==> config.mk <==
export PLATFORM = sky130hd
export DESIGN_NAME = backtrack_unwinder
export DESIGN_NICKNAME = d
export VERILOG_FILES = /design/src/rtl/backtrack_unwinder.sv
export SDC_FILE = /design/constraint.sdc
export NUM_CORES = 1
export LEC_CHECK = 0
export CORE_UTILIZATION = 50
export DETAILED_ROUTE_END_ITERATION = 10
export PLACE_DENSITY = 0.76
export SKIP_CTS_REPAIR_TIMING = 1
export SYNTH_ARGS = -nofsm -noshare
export SYNTH_HDL_FRONTEND = slang
export SYNTH_SLANG_ARGS = --single-unit
==> constraint.sdc <==
create_clock -name clk -period 6.9 [get_ports clk]
set_input_delay 1.035 -clock clk [delete_from_list [all_inputs] [get_ports clk]]
set_output_delay 1.035 -clock clk [all_outputs]
set_load 0.05 [all_outputs]
==> src/rtl/backtrack_unwinder.sv <==
// ============================================================================
// backtrack_unwinder: drains trail_manager's pop stream on backtrack, clearing
// assignments, saving phases and queueing variables for heap re-insertion.
// Revision: 1.0
// ============================================================================
`default_nettype none

module backtrack_unwinder #(
    parameter int MAX_VARS   = 16,
    parameter int FIFO_DEPTH = MAX_VARS,
    parameter int VAR_W      = 32
) (
    input  logic                        clk,
    input  logic                        reset,
    input  logic                        bt_start,
    input  logic [15:0]                 bt_target_level,
    input  logic                        clear_all,
    output logic                        backtrack_en,
    output logic [15:0]                 backtrack_to_level,
    input  logic                        backtrack_valid,
    input  logic [VAR_W-1:0]            backtrack_var,
    input  logic                        backtrack_value,
    input  logic                        backtrack_is_decision,
    input  logic                        backtrack_done,
    output logic                        unassign_valid,
    output logic [VAR_W-1:0]            unassign_var,
    output logic                        phase_we,
    output logic [$clog2(MAX_VARS)-1:0] phase_addr,
    output logic                        phase_wdata,
    output logic                        reinsert_valid,
    input  logic                        reinsert_ready,
    output logic [VAR_W-1:0]            reinsert_var,
    output logic                        busy,
    output logic                        bt_complete,
    output logic [15:0]                 pops_count,
    output logic [15:0]                 decisions_popped,
    output logic                        overflow_err,
    output logic                        range_err
);

    localparam int AW = $clog2(MAX_VARS);
    localparam int PW = $clog2(FIFO_DEPTH);
    localparam int CW = PW + 1;
    localparam logic [VAR_W-1:0] MAX_V  = VAR_W'(MAX_VARS);
    localparam logic [CW-1:0]    FULL_C = CW'(FIFO_DEPTH);

    typedef enum logic [2:0] {
        S_IDLE  = 3'd0,
        S_ISSUE = 3'd1,
        S_POP   = 3'd2,
        S_DRAIN = 3'd3,
        S_DONE  = 3'd4
    } state_t;

    state_t           state_q, state_d;
    logic             en_q, en_d, complete_q, complete_d, busy_q, busy_d;
    logic [15:0]      level_q, level_d, pops_q, pops_d, dec_q, dec_d;
    logic             beat_v_q, beat_v_d, beat_val_q, beat_val_d, beat_dec_q, beat_dec_d;
    logic [VAR_W-1:0] beat_var_q, beat_var_d;
    logic [PW-1:0]    wr_ptr_q, wr_ptr_d, rd_ptr_q, rd_ptr_d;
    logic [CW-1:0]    count_q, count_d;
    logic             ovf_q, ovf_d, rng_q, rng_d;
    logic [VAR_W-1:0] fifo_mem_q [FIFO_DEPTH];

    logic var_ok, push, pop;

    always_comb begin
        var_ok = (beat_var_q != '0) && (beat_var_q < MAX_V);
        pop    = (count_q != '0) && reinsert_ready;
        // Trail cannot stall, so a push into a full FIFO without a same-cycle pop is dropped.
        push   = beat_v_q && var_ok && ((count_q != FULL_C) || pop);

        state_d    = state_q;
        level_d    = level_q;
        pops_d     = pops_q;
        dec_d      = dec_q;
        ovf_d      = ovf_q | (beat_v_q && var_ok && (count_q == FULL_C) && !pop);
        rng_d      = rng_q | (beat_v_q && !var_ok);
        wr_ptr_d   = wr_ptr_q + PW'(push);
        rd_ptr_d   = rd_ptr_q + PW'(pop);
        count_d    = count_q + CW'(push) - CW'(pop);
        beat_v_d   = (state_q == S_POP) && backtrack_valid;
        beat_var_d = backtrack_var;
        beat_val_d = backtrack_value;
        beat_dec_d = backtrack_is_decision;

        if (beat_v_d) begin
            pops_d = pops_q + 16'd1;
            dec_d  = dec_q + 16'(backtrack_is_decision);
        end

        case (state_q)
            S_IDLE: begin
                if (bt_start) begin
                    level_d = bt_target_level;
                    pops_d  = '0;
                    dec_d   = '0;
                    state_d = S_ISSUE;
                end
            end
            S_ISSUE: state_d = S_POP;
            S_POP:   if (backtrack_done) state_d = S_DRAIN;
            S_DRAIN: if (!beat_v_q && (count_q == '0)) state_d = S_DONE;
            S_DONE:  state_d = S_IDLE;
            default: state_d = S_IDLE;
        endcase

        if (clear_all) begin
            state_d  = S_IDLE;
            beat_v_d = 1'b0;
            wr_ptr_d = '0;
            rd_ptr_d = '0;
            count_d  = '0;
        end

        en_d       = (state_d == S_ISSUE);
        complete_d = (state_d == S_DONE);
        busy_d     = (state_d != S_IDLE);
    end

    always_ff @(posedge clk) begin
        if (reset) begin
            state_q    <= S_IDLE;
            en_q       <= 1'b0;
            complete_q <= 1'b0;
            busy_q     <= 1'b0;
            level_q    <= '0;
            pops_q     <= '0;
            dec_q      <= '0;
            beat_v_q   <= 1'b0;
            beat_var_q <= '0;
            beat_val_q <= 1'b0;
            beat_dec_q <= 1'b0;
            wr_ptr_q   <= '0;
            rd_ptr_q   <= '0;
            count_q    <= '0;
            ovf_q      <= 1'b0;
            rng_q      <= 1'b0;
        end else begin
            state_q    <= state_d;
            en_q       <= en_d;
            complete_q <= complete_d;
            busy_q     <= busy_d;
            level_q    <= level_d;
            pops_q     <= pops_d;
            dec_q      <= dec_d;
            beat_v_q   <= beat_v_d;
            beat_var_q <= beat_var_d;
            beat_val_q <= beat_val_d;
            beat_dec_q <= beat_dec_d;
            wr_ptr_q   <= wr_ptr_d;
            rd_ptr_q   <= rd_ptr_d;
            count_q    <= count_d;
            ovf_q      <= ovf_d;
            rng_q      <= rng_d;
        end
    end

    always_ff @(posedge clk) begin
        if (push && !clear_all) begin
            fifo_mem_q[wr_ptr_q] <= beat_var_q;
        end
    end

    assign backtrack_en       = en_q;
    assign backtrack_to_level = level_q;
    assign unassign_valid     = beat_v_q;
    assign unassign_var       = beat_var_q;
    assign phase_we           = beat_v_q && var_ok;
    assign phase_addr         = beat_var_q[AW-1:0];
    assign phase_wdata        = beat_val_q;
    assign reinsert_valid     = (count_q != '0);
    assign reinsert_var       = fifo_mem_q[rd_ptr_q];
    assign busy               = busy_q;
    assign bt_complete        = complete_q;
    assign pops_count         = pops_q;
    assign decisions_popped   = dec_q;
    assign overflow_err       = ovf_q;
    assign range_err          = rng_q;

    // beat_dec_q is kept alongside the beat for debug visibility only.
    logic unused_dec;
    assign unused_dec = beat_dec_q;

endmodule

`default_nettype wire

==> results by stage <==
Global route:
- The first global-routing pass estimated between 70000 and 80000 um of wire.
- The global routing usage summed across all routing layers is 0.221.
- The total congestion overflow after global routing is 0.
- The initial antenna violation count is 1.
- The via count of the first global-routing pass is between 10k and 15k.
- Entering global routing, the biggest net connects 56 pins.

Placed design:
- Port buffering added approximately 180 buffers.
- Summing all placed instances gives a cell area of about 0.026 mm^2.
- Before CTS, the worst setup slack after placement is between 2 and 3 ns.
- At the end of routability-driven placement, the weighted congestion stood at 0.765.
- The number of placed instances, taps included, is roughly 2.0k.
- The placed wire-length estimate after detailed placement is 28100 um.

Die:
- The initialized floorplan defines 78 standard-cell rows.
- The floorplan die area is roughly 0.047 mm^2.
- During I/O placement, the number of pins put on the boundary was about 180.
- The die width is around 220 um.
- The effective utilization at floorplan is 0.509.
- In this run the vertical extent of the chip is ~220 um.
- The area of the core region is 0.0456 mm^2.

Run:
- The tool flagged a number of max-cap violations equal to 0.

Layout:
- The fraction of layout instances using a drive strength above 1 is 0.195.
- The final core utilization is 0.613.
- The final non-filler cell total is ~2.1k.
- The repair_antennas step left the layout with diodes totalling 0.
- Once layout is done, the placed cells without fillers occupy 0.0279 mm^2.
- In the final design database the tool counted ~1.5k nets.
- The layout-stage area growth over the synthesis result is 20.4%.

Drt:
- The first detailed-routing pass ran for 7 iterations.
- Dividing the detail-routed wire length by the instance count gives 24.5 um.
- The DRC violation count after routing is 0.
- Detailed routing inserted a total of roughly 12k vias.
- The via count normalized by instance count is between 5 and 6.
- After the first detailed-routing iteration, the DRC count stood at about 1.0k.
- The final wirelength is about 50000 um.
- The count of nets left with antenna violations once routing finished came out at 0.

Power and ir drop:
- Dividing total power by cell area gives a power density of slightly below 300 mW/mm^2.
- Across the VDD grid, the largest voltage drop is about 220 uV.
- The analysis attributes to cell leakage a power of about 9.5 nW.

Synthesis:
- The post-synth net total is 1310.
- Synthesis handed over a netlist of about 1.2k instances.
- The count of cell types in the netlist is 50.
- The share of the Yosys chip area taken by registers is 0.752.
- The cell area that synthesis handed to floorplanning was between 0.02 and 0.025 mm^2.
- The average footprint of a synthesized cell is between 15 and 20 um^2.
- The post-synthesis sequential element count is between 600 and 700.
- After synthesis, the share of flip-flops with an asynchronous set or reset is 0.
- The most instantiated flip-flop cell in the synthesis netlist is edfxtp_1.
- The count of flip-flops with a built-in enable after synthesis is 512.
- The Yosys step of the flow raised 0 warnings.

CTS:
- TritonCTS created around 60 clock buffers.
- The library cell used as clock root buffer is clkbuf_16.
- The maximum clock insertion buffer count is 3.
- TritonCTS built the clock tree.
- After clock tree synthesis, the clock-pin slew on the worst setup and hold paths is ~0.06 ns.
- The number of clock sinks seen by CTS is slightly above 600.
- CTS built an H-tree with a depth of 2.
- Clock latency on the worst-skew pair, taken at its later pin, is ~0.62 ns.

STA:
- The highest attainable clock frequency is 0.206 GHz.
- The post-route setup TNS is 0 ns.
- The max-slew violation total from the final report came to 0.
- Dividing the final minimum period by the clock period gives 0.704.
- The transition at the pin with the smallest max-transition slack is approximately 1.2 ns.
- Setup repair after global routing left no endpoint under its margin.
- Setup violations remaining at the end of the flow were counted as 0.
- The worst max-slew margin expressed relative to the limit is 0.167.
- The final count of hold timing violations is 0.
- The worst path setup slack after routing is slightly above 2 ns.
- For the final database, setup skew stands at about 0.017 ns.
- For the finished layout, the period the worst path requires is approximately 4.9 ns.

Setup path:
- STA puts the critical path data arrival time at approximately 3.8 ns.
- The kind of launch point of the worst setup path is a flop.
- The type of destination of the critical path is an output port.
- Tracing the worst setup path back leads to its startpoint at rd_ptr_q[0].
- The peak fanout along the critical path is 37.
- Data on the critical path is required at its endpoint by roughly 5.9 ns.
- The critical path is of the reg2out type.
- The launch instance of the worst register-to-register path is unassign_var[5].

Min path:
- The path class of the lowest-slack min-delay path is reg2reg.
- The worst hold path begins at backtrack_to_level[4].

Status:
- The run finished with clean final reports.
[per-stage QoR]
stage	hold WS, ns	total power, mW
5_1_grt	0.470	8.55
2_1_floorplan	0.527	4.75
6_report	0.453	8.29
3_3_place_gp	0.442	4.97
3_5_place_dp	0.447	4.98
4_1_cts	0.455	8.35
[cell families (layout without fill, tap and decap cells)]
| family | count (synthesis) | after routing | synth area share |
|---|---|---|---|
| compound gates | 120 | 120 | 0.0339 |
| xor+xnor | 22 | 22 | 0.00831 |
| fa+ha+maj | 14 | 14 | 0.00788 |
| buf+inv | 76 | 332 | 0.0147 |
| flops | 615 | 615 | 0.752 |
| mux | 129 | 129 | 0.125 |
| simple gates | 263 | 263 | 0.0585 |
[synthesized netlist by cell type, drive strengths merged (12+ instances only)]
library cell / instances / area share
edfxtp: 512 / 0.66
nand3: 12 / 0.0026
nand4: 15 / 0.0040
o21ai: 13 / 0.0028
mux4: 128 / 0.12
buf: 33 / 0.0077
a22oi: 64 / 0.021
clkbuf: 33 / 0.0053
dfxtp: 103 / 0.089
and2: 13 / 0.0035
ha: 13 / 0.0070
a21oi: 34 / 0.0075
nor2: 47 / 0.0076
nand2: 87 / 0.014
nor2b: 37 / 0.010
xor2: 15 / 0.0057
[metal layers]
layer | track usage | vias up | wire length [um] | part of all wire
met5 | 0 | - | 13 | 0.00025
met4 | 0.0622 | 2 | 1110 | 0.022
met3 | 0.0567 | 82 | 4310 | 0.084
met2 | 0.355 | 497 | 24900 | 0.48
met1 | 0.301 | 6358 | 21000 | 0.41
li1 | - | 5356 | - | -
[power by group]
part | leakage (nW) | switching, mW | internal (mW)
Combinational | 2.42 | 0.419 | 0.348
Sequential | 6.09 | 0.0869 | 4.04
Clock | 1.01 | 1.40 | 2.00
Total | 9.52 | 1.90 | 6.39
[placed cells by master, fill, tap and decap left out, drive strengths merged, types with 34 or more instances in the layout]
cell type,Yosys,final
clkdlybuf4s50,0,180
nand2,87,87
nor2,47,47
dfxtp,103,103
edfxtp,512,512
nor2b,37,37
clkbuf,33,75
mux4,128,128
a21oi,34,34
a22oi,64,64
[state kept, by name, indices dropped and copies added, names as in the netlist, 3 cells and up]
| signal | flops |
|---|---|
| backtrack_to_level | 16 |
| count_q | 5 |
| decisions_popped | 16 |
| fifo_mem_q | 512 |
| pops_count | 16 |
| rd_ptr_q | 4 |
| state_q | 3 |
| unassign_var | 32 |
| wr_ptr_q | 4 |
[final cells by class]
| type | count | area (um^2) |
|---|---|---|
| clock buffer | 75 | 1650 |
| multi-input combinational | 548 | 5560 |
| clock inverter | 37 | 438 |
| timing repair buffer | 210 | 2040 |
| fill | 3204 | 17700 |
| sequential | 615 | 17400 |
| tap | 600 | 751 |
| inverter | 10 | 37.5 |
[worst max-delay path, stage by stage, from the launching register on]
cell             delay, ns
dfxtp_4               0.85
buf_4                 0.60
mux4_2                0.57
a22oi_1               0.22
nand2_1               0.14
clkdlybuf4s50_1       0.77
[worst paths after layout]
path                                end  slack [ns]  cells after the start
setup / recovery        reinsert_var[1]        2.04                      5
hold / removal    backtrack_to_level[4]        0.45                      2
setup reg to reg      fifo_mem_q[12][2]        3.00                      5
hold reg to reg   backtrack_to_level[4]        0.45                      2
No activity file was read; power rests on OpenSTA's default activity.
